`src/rtl/lsu_pkg.sv`:
```
// Shared definitions for the load/store unit: funct3 codes, FSM states, size decode.
package lsu_pkg;

  localparam logic [2:0] F3_B  = 3'd0;
  localparam logic [2:0] F3_H  = 3'd1;
  localparam logic [2:0] F3_W  = 3'd2;
  localparam logic [2:0] F3_BU = 3'd4;
  localparam logic [2:0] F3_HU = 3'd5;

  typedef enum logic [1:0] {
    IDLE   = 2'd0,
    SECOND = 2'd1,
    RESP   = 2'd2
  } lsu_state_e;

  // Access size in bytes; illegal codes fall through to 4 and are flagged elsewhere.
  function automatic logic [2:0] size_bytes(input logic [2:0] funct3);
    case (funct3[1:0])
      2'd0:    return 3'd1;
      2'd1:    return 3'd2;
      default: return 3'd4;
    endcase
  endfunction

  function automatic logic f3_legal(input logic [2:0] funct3, input logic we);
    case (funct3)
      F3_B, F3_H, F3_W: return 1'b1;
      F3_BU, F3_HU:     return ~we;
      default:          return 1'b0;
    endcase
  endfunction

endpackage

```
`src/rtl/lsu_align.sv`:
```
// Combinational lane alignment: store byte enables / data shift, load shift and extension.
module lsu_align
  import lsu_pkg::*;
(
  input  logic [1:0]  off,
  input  logic [2:0]  size,
  input  logic [2:0]  funct3,
  input  logic [31:0] wdata,
  input  logic [63:0] rdata64,
  output logic [7:0]  be8,
  output logic [63:0] wd64,
  output logic [31:0] load_data
);

  logic [4:0]  sh_amt;
  logic [7:0]  be_base;
  logic [63:0] rd_sh;
  logic [31:0] unused_rd_hi;

  assign sh_amt       = {off, 3'b000};
  assign be_base      = (8'd1 << size) - 8'd1;
  assign be8          = be_base << off;
  assign wd64         = {32'b0, wdata} << sh_amt;
  assign rd_sh        = rdata64 >> sh_amt;
  assign unused_rd_hi = rd_sh[63:32];

  always_comb begin
    case (funct3)
      F3_B:    load_data = {{24{rd_sh[7]}}, rd_sh[7:0]};
      F3_H:    load_data = {{16{rd_sh[15]}}, rd_sh[15:0]};
      F3_W:    load_data = rd_sh[31:0];
      F3_BU:   load_data = {24'b0, rd_sh[7:0]};
      F3_HU:   load_data = {16'b0, rd_sh[15:0]};
      default: load_data = '0;
    endcase
  end

endmodule

```
`src/rtl/lsu_split.sv`:
```
// RV32I load/store unit: splits misaligned accesses into two word accesses.
// Optional MISALIGN_TRAP_EN: misaligned accesses return an error instead of splitting.
module lsu_split
  import lsu_pkg::*;
#(
  parameter int ADDR_W = 8
) (
  input  logic              clk,
  input  logic              rst_n,
  input  logic              req_valid,
  output logic              req_ready,
  input  logic              req_we,
  input  logic [2:0]        req_funct3,
  input  logic [31:0]       req_addr,
  input  logic [31:0]       req_wdata,
  output logic              rsp_valid,
  output logic [31:0]       rsp_rdata,
  output logic              rsp_err,
  output logic              mem_w_en,
  output logic [ADDR_W-1:0] mem_address,
  output logic [3:0]        mem_masking,
  output logic [31:0]       mem_write_data,
  input  logic [31:0]       mem_read_data,
  output logic [1:0]        state_dbg
);

  // Handshake: a request transfers on a clk edge where req_valid and req_ready are both
  // high; req_ready is high only in IDLE. rsp_valid is a one-cycle pulse, never stalled.
  lsu_state_e        state;
  logic              we_q;
  logic [2:0]        funct3_q;
  logic [1:0]        off_q;
  logic [2:0]        size_q;
  logic [31:0]       wdata_q;
  logic [ADDR_W-1:0] waddr_q;
  logic [31:0]       lo_q;

  logic        accept, legal, split_raw, go_split, err, wen_ok, in_second;
  logic [1:0]  off;
  logic [2:0]  size;
  logic [1:0]  a_off;
  logic [2:0]  a_size, a_funct3;
  logic [31:0] a_wdata;
  logic [63:0] a_rdata64;
  logic [7:0]  be8;
  logic [63:0] wd64;
  logic [31:0] load_data;
  logic        unused_addr_hi;

  assign req_ready      = (state == IDLE);
  assign accept         = req_valid & req_ready;
  assign off            = req_addr[1:0];
  assign size           = size_bytes(req_funct3);
  assign legal          = f3_legal(req_funct3, req_we);
  assign split_raw      = ({2'b00, off} + {1'b0, size}) > 4'd4;
  assign unused_addr_hi = ^req_addr[31:ADDR_W+2];
  assign state_dbg      = state;

`ifdef MISALIGN_TRAP_EN
  assign err      = ~legal | split_raw;
  assign go_split = 1'b0;
`else
  assign err      = ~legal;
  assign go_split = split_raw & legal;
`endif
  assign wen_ok = req_we & ~err;

  // The aligner sees the live request in IDLE and the latched one in SECOND.
  assign in_second = (state == SECOND);
  assign a_off     = in_second ? off_q    : off;
  assign a_size    = in_second ? size_q   : size;
  assign a_funct3  = in_second ? funct3_q : req_funct3;
  assign a_wdata   = in_second ? wdata_q  : req_wdata;
  assign a_rdata64 = in_second ? {mem_read_data, lo_q} : {32'b0, mem_read_data};

  lsu_align u_align (
    .off       (a_off),
    .size      (a_size),
    .funct3    (a_funct3),
    .wdata     (a_wdata),
    .rdata64   (a_rdata64),
    .be8       (be8),
    .wd64      (wd64),
    .load_data (load_data)
  );

  // Writes are gated by rst_n so a reset during SECOND leaves the second half untouched.
  always_comb begin
    mem_w_en       = 1'b0;
    mem_address    = req_addr[ADDR_W+1:2];
    mem_masking    = 4'b0000;
    mem_write_data = '0;
    case (state)
      IDLE: begin
        if (accept) begin
          mem_masking    = be8[3:0];
          mem_write_data = wd64[31:0];
          mem_w_en       = wen_ok & rst_n;
        end
      end
      SECOND: begin
        mem_address    = waddr_q + ADDR_W'(1);
        mem_masking    = be8[7:4];
        mem_write_data = wd64[63:32];
        mem_w_en       = we_q & rst_n;
      end
      default: ;
    endcase
  end

  always_ff @(posedge clk) begin
    if (!rst_n) begin
      state     <= IDLE;
      we_q      <= 1'b0;
      funct3_q  <= '0;
      off_q     <= '0;
      size_q    <= '0;
      wdata_q   <= '0;
      waddr_q   <= '0;
      lo_q      <= '0;
      rsp_valid <= 1'b0;
      rsp_rdata <= '0;
      rsp_err   <= 1'b0;
    end else begin
      case (state)
        IDLE: begin
          if (accept) begin
            we_q     <= wen_ok;
            funct3_q <= req_funct3;
            off_q    <= off;
            size_q   <= size;
            wdata_q  <= req_wdata;
            waddr_q  <= req_addr[ADDR_W+1:2];
            lo_q     <= mem_read_data;
            if (go_split) begin
              state <= SECOND;
            end else begin
              state     <= RESP;
              rsp_valid <= 1'b1;
              rsp_err   <= err;
              rsp_rdata <= (err | req_we) ? '0 : load_data;
            end
          end
        end
        SECOND: begin
          state     <= RESP;
          rsp_valid <= 1'b1;
          rsp_err   <= 1'b0;
          rsp_rdata <= we_q ? '0 : load_data;
        end
        RESP: begin
          state     <= IDLE;
          rsp_valid <= 1'b0;
        end
        default: state <= IDLE;
      endcase
    end
  end

endmodule

```
`config.mk`:
```
export PLATFORM = sky130hd
export DESIGN_NAME = lsu_split
export DESIGN_NICKNAME = d
export VERILOG_FILES = /design/src/rtl/lsu_pkg.sv /design/src/rtl/lsu_align.sv /design/src/rtl/lsu_split.sv
export SDC_FILE = /design/constraint.sdc
export NUM_CORES = 1
export LEC_CHECK = 0
export BUFFER_PORTS_ARGS = -buffer_cell sky130_fd_sc_hd__buf_2
export CAP_MARGIN = 20
export CORE_MARGIN = 1
export CORE_UTILIZATION = 44
export DETAILED_ROUTE_END_ITERATION = 16
export GPL_TIMING_DRIVEN = 0
export PLACE_DENSITY = 0.66
export SLEW_MARGIN = 20
export SYNTH_ARGS = -nofsm -noshare
export SYNTH_HDL_FRONTEND = slang
export SYNTH_SLANG_ARGS = --single-unit
```
`constraint.sdc`:
```
create_clock -name clk -period 3.6 [get_ports clk]
set_input_delay 0.9 -clock clk [delete_from_list [all_inputs] [get_ports clk]]
set_output_delay 0.9 -clock clk [all_outputs]
set_load 0.005 [all_outputs]
```
==> flow_summary.toml <==
[outcome]
outcome = "finished clean"

[logic_synthesis]
synth_top_area_cell = "dfxtp_1"
synthFlopType = "dfxtp_1"
ys_types = 67
async_flop_share = 0
avgSynthCellArea_um2 = 7.58
synth_edf_count = 0
synth_common_cells = "nand2_1 (282), dfxtp_1 (117), a21oi_1 (106)"
syn_area_mm2 = 0.00764
synth_cells = 1009
synth_top_area_share = 0.306
post-synth-top-count-cell = "nand2_1"
ys_warn_count = 0
ys_top_cells_by_area = "dfxtp_1 (31%), nand2_1 (14%), a21oi_1 (6.9%)"
ys_ff_latch = 117
syn_nets = 1117
seq_area_frac_synth = 0.306

[pwr]
p_switching_mw = 1.35
p_seq_frac = 0.362
power_leakage_nw = 4.16
switching_share = 0.340
fin_total_pwr_mw = 3.96
power_per_cell_area_mw_per_mm2 = 410
vdd_drop_max_mv = 0.366
internal_power_mw = 2.61
combPwrFrac = 0.233
p_clk_frac = 0.405

[global_routing]
antenna_found_initial = 1
grt_max_degree = 20
grt_pass1_wl_mm = 45.3
grt_pass1_vias = 7979
grt.total_usage = 0.333
grt_overflow = 0

[final_layout]
stdcell_area_mm2 = 0.00965
fillers = 1605
n_antenna_cell = 0
num-nets-final = 1307
syn2layout_area_growth_pct = 26.3
layout-drive-gt1-share = 0.273

[setup_path]
timing.rr.start = "state_dbg[0]$_SDFFE_PN0P_"
end_kind = "primary output"
worstPathCellList = "buf_12, nand2b_4, buf_12, buf_8, clkbuf_16, a21oi_4, ha_4, xor2_1, o21ai_1, a21oi_1, o31ai_2, buf_2"
cp.arrival_ps = 2680
crit_type = "flop to primary output"
reg2reg_depth = 9
startpoint = "state_dbg[0]$_SDFFE_PN0P_"
crit_required_ps = 2700
critPathMaxFanout = 11
critPathLaunchType = "flop"
crit_path_top_delay_cell = "dfxtp_4"
slowest_delay_ps = 360
cp_common_cell = "buf_12"

[clock_network]
clk_pin_slew_ps = 60
ctsHoldBuffers = 0
cts_root_buf = "clkbuf_16"
cts_tree = "yes"
cts.sinks = 117
clock_path_buffers = 2
h-tree-depth = 4
cts_made_buffers = 17
clock_latency_ps = 440

[die]
start_util = 0.456
die_height_um = 134
fp.dieW_um = 134
dieArea_mm2 = 0.0179
core_area_mm2 = 0.0168
num_rows = 47
pin_count = 185

[route]
drc = 0
drt-initial-drc-count = 1075
routed_via_density = 6.09
antenna_left = 0
dr_total_vias = 8715
routed_wl_mm = 30.2
wl_per_cell_um = 21.1
dr.pass1.iters = 9

[sta]
max_freq_ghz = 0.280
setup_viol = 0
tightestPinTransition_ps = 901
grt_setup_unrepaired = "true"
hold_violations = 0
clock_skew_ps = 7.61
drv_slew = 0
min_period_over_period = 0.994
maxSlewHeadroom = 0.399
min_period_ps = 3580

[placed_design]
dp_hpwl_mm = 21.2
placed_area_mm2 = 0.00873
port_buffers = 161
gp_congestion = 0.936

[worst_hold_path]
whs_path_depth = 2
hp-class = "flop to flop"
hold_start = "rsp_rdata[4]$_SDFFE_PN0P_"

[job]
drv_cap = 0
metrics by stage:
stage / hold slack, ps / cells / setup slack (ps) / utilization / TNS [ps]
final: 451 / 1432 / 22.9 / 0.576 / 0
after global routing: 469 / 1432 / -52.7 / 0.576 / -61.3
after CTS: 452 / 1432 / -61.3 / 0.570 / -61.3
after detailed placement: 442 / 1390 / -1000 / 0.521 / -27490
after global placement: 429 / 1390 / -961 / 0.521 / -28190
after floorplan: 433 / 1009 / 59.8 / - / 0
logic make-up after synthesis:
family	after synthesis	synth area share
AO/OA/AOI/OAI	294	0.247
XOR/XNOR	9	0.0103
multiplexers	80	0.143
AND/OR/NAND/NOR	405	0.228
flip-flops	117	0.306
adder cells (fa/ha/maj)	5	0.00917
buffers and inverters	99	0.0558
per-layer routing:
layer / track usage / vias to the layer above / share of wire
met2: 0.502 / 574 / 0.44
met1: 0.452 / 4066 / 0.42
met3: 0.0790 / 82 / 0.11
li1: - / 3993 / -
met4: 0.146 / 0 / 0.032
met5: 0 / - / 0
state kept, by name, summed over array words and instances (netlist names):
name       count
rsp_valid      1
we_q           1
funct3_q       3
off_q          2
waddr_q        8
state_dbg      2
lo_q          32
rsp_rdata     32
wdata_q       32
size_q         3
rsp_err        1
area by class of cell:
cell class | instances | area, µm² | share of cell area
Tap cell | 220 | 275 | 0.0285
Clock buffer | 17 | 425 | 0.0441
Timing Repair Buffer | 180 | 961 | 0.0996
Clock inverter | 15 | 125 | 0.0130
Sequential cell | 117 | 2350 | 0.243
Buffer | 83 | 484 | 0.0502
Multi-Input combinational cell | 793 | 5000 | 0.519
Inverter | 7 | 26.3 | 0.00272
worst max-delay path, delay by kind of cell (launching register included):
| family | cells | cell delay [ps] |
|---|---|---|
| flip-flops | 1 | 360 |
| AND/OR/NAND/NOR | 1 | 120 |
| adder cells (fa/ha/maj) | 1 | 180 |
| XOR/XNOR | 1 | 140 |
| AO/OA/AOI/OAI | 4 | 680 |
| buffers and inverters | 5 | 760 |
power by group through the flow:
stage	clock network (mW)	registers, mW	logic, mW
finish	1.60	1.43	0.924
global route	1.67	1.44	0.986
CTS	1.61	1.43	0.881
detailed placement	0	1.46	0.846
global placement	0	1.45	0.840
floorplan	0	1.44	0.527
path summary, 6_finish.rpt:
kind	to	slack, ps
worst max-delay path	mem_masking[2]	20
worst min-delay path	rsp_rdata[4]$_SDFFE_PN0P_	450
worst max register to register	rsp_rdata[3]$_SDFFE_PN0P_	950
worst min register to register	rsp_rdata[4]$_SDFFE_PN0P_	450
cells in the final DEF, fill, tap and decap left out, types with 4 or more instances in the layout:
cell type / n
a211oi_1: 15
a21oi_1: 105
a221o_1: 7
a222oi_1: 8
a22o_1: 15
a22oi_1: 17
a311oi_1: 9
a31oi_1: 9
a32o_1: 8
buf_2: 172
buf_4: 21
buf_6: 5
clkbuf_1: 37
clkbuf_16: 18
clkbuf_2: 16
clkbuf_4: 5
clkinv_4: 5
clkinvlp_4: 4
dfxtp_1: 115
inv_1: 7
inv_6: 4
mux2_2: 17
mux2i_1: 39
mux4_2: 21
nand2_1: 282
nand2_2: 10
nand2b_1: 5
nand3_1: 8
nand3b_1: 7
nor2_1: 43
nor2b_1: 15
nor3_1: 6
nor3b_1: 4
o21ai_0: 65
o21ai_1: 6
o2bb2ai_1: 6
xor2_1: 6
repair_timing:
| item | in CTS | in global routing |
|---|---|---|
| pin swaps | 6 | 7 |
| setup endpoints to repair | 45 | 61 |
| gates resized for setup | 61 | 43 |
| buffers inserted | 13 | 6 |
Power figures use the tool's default switching activity.
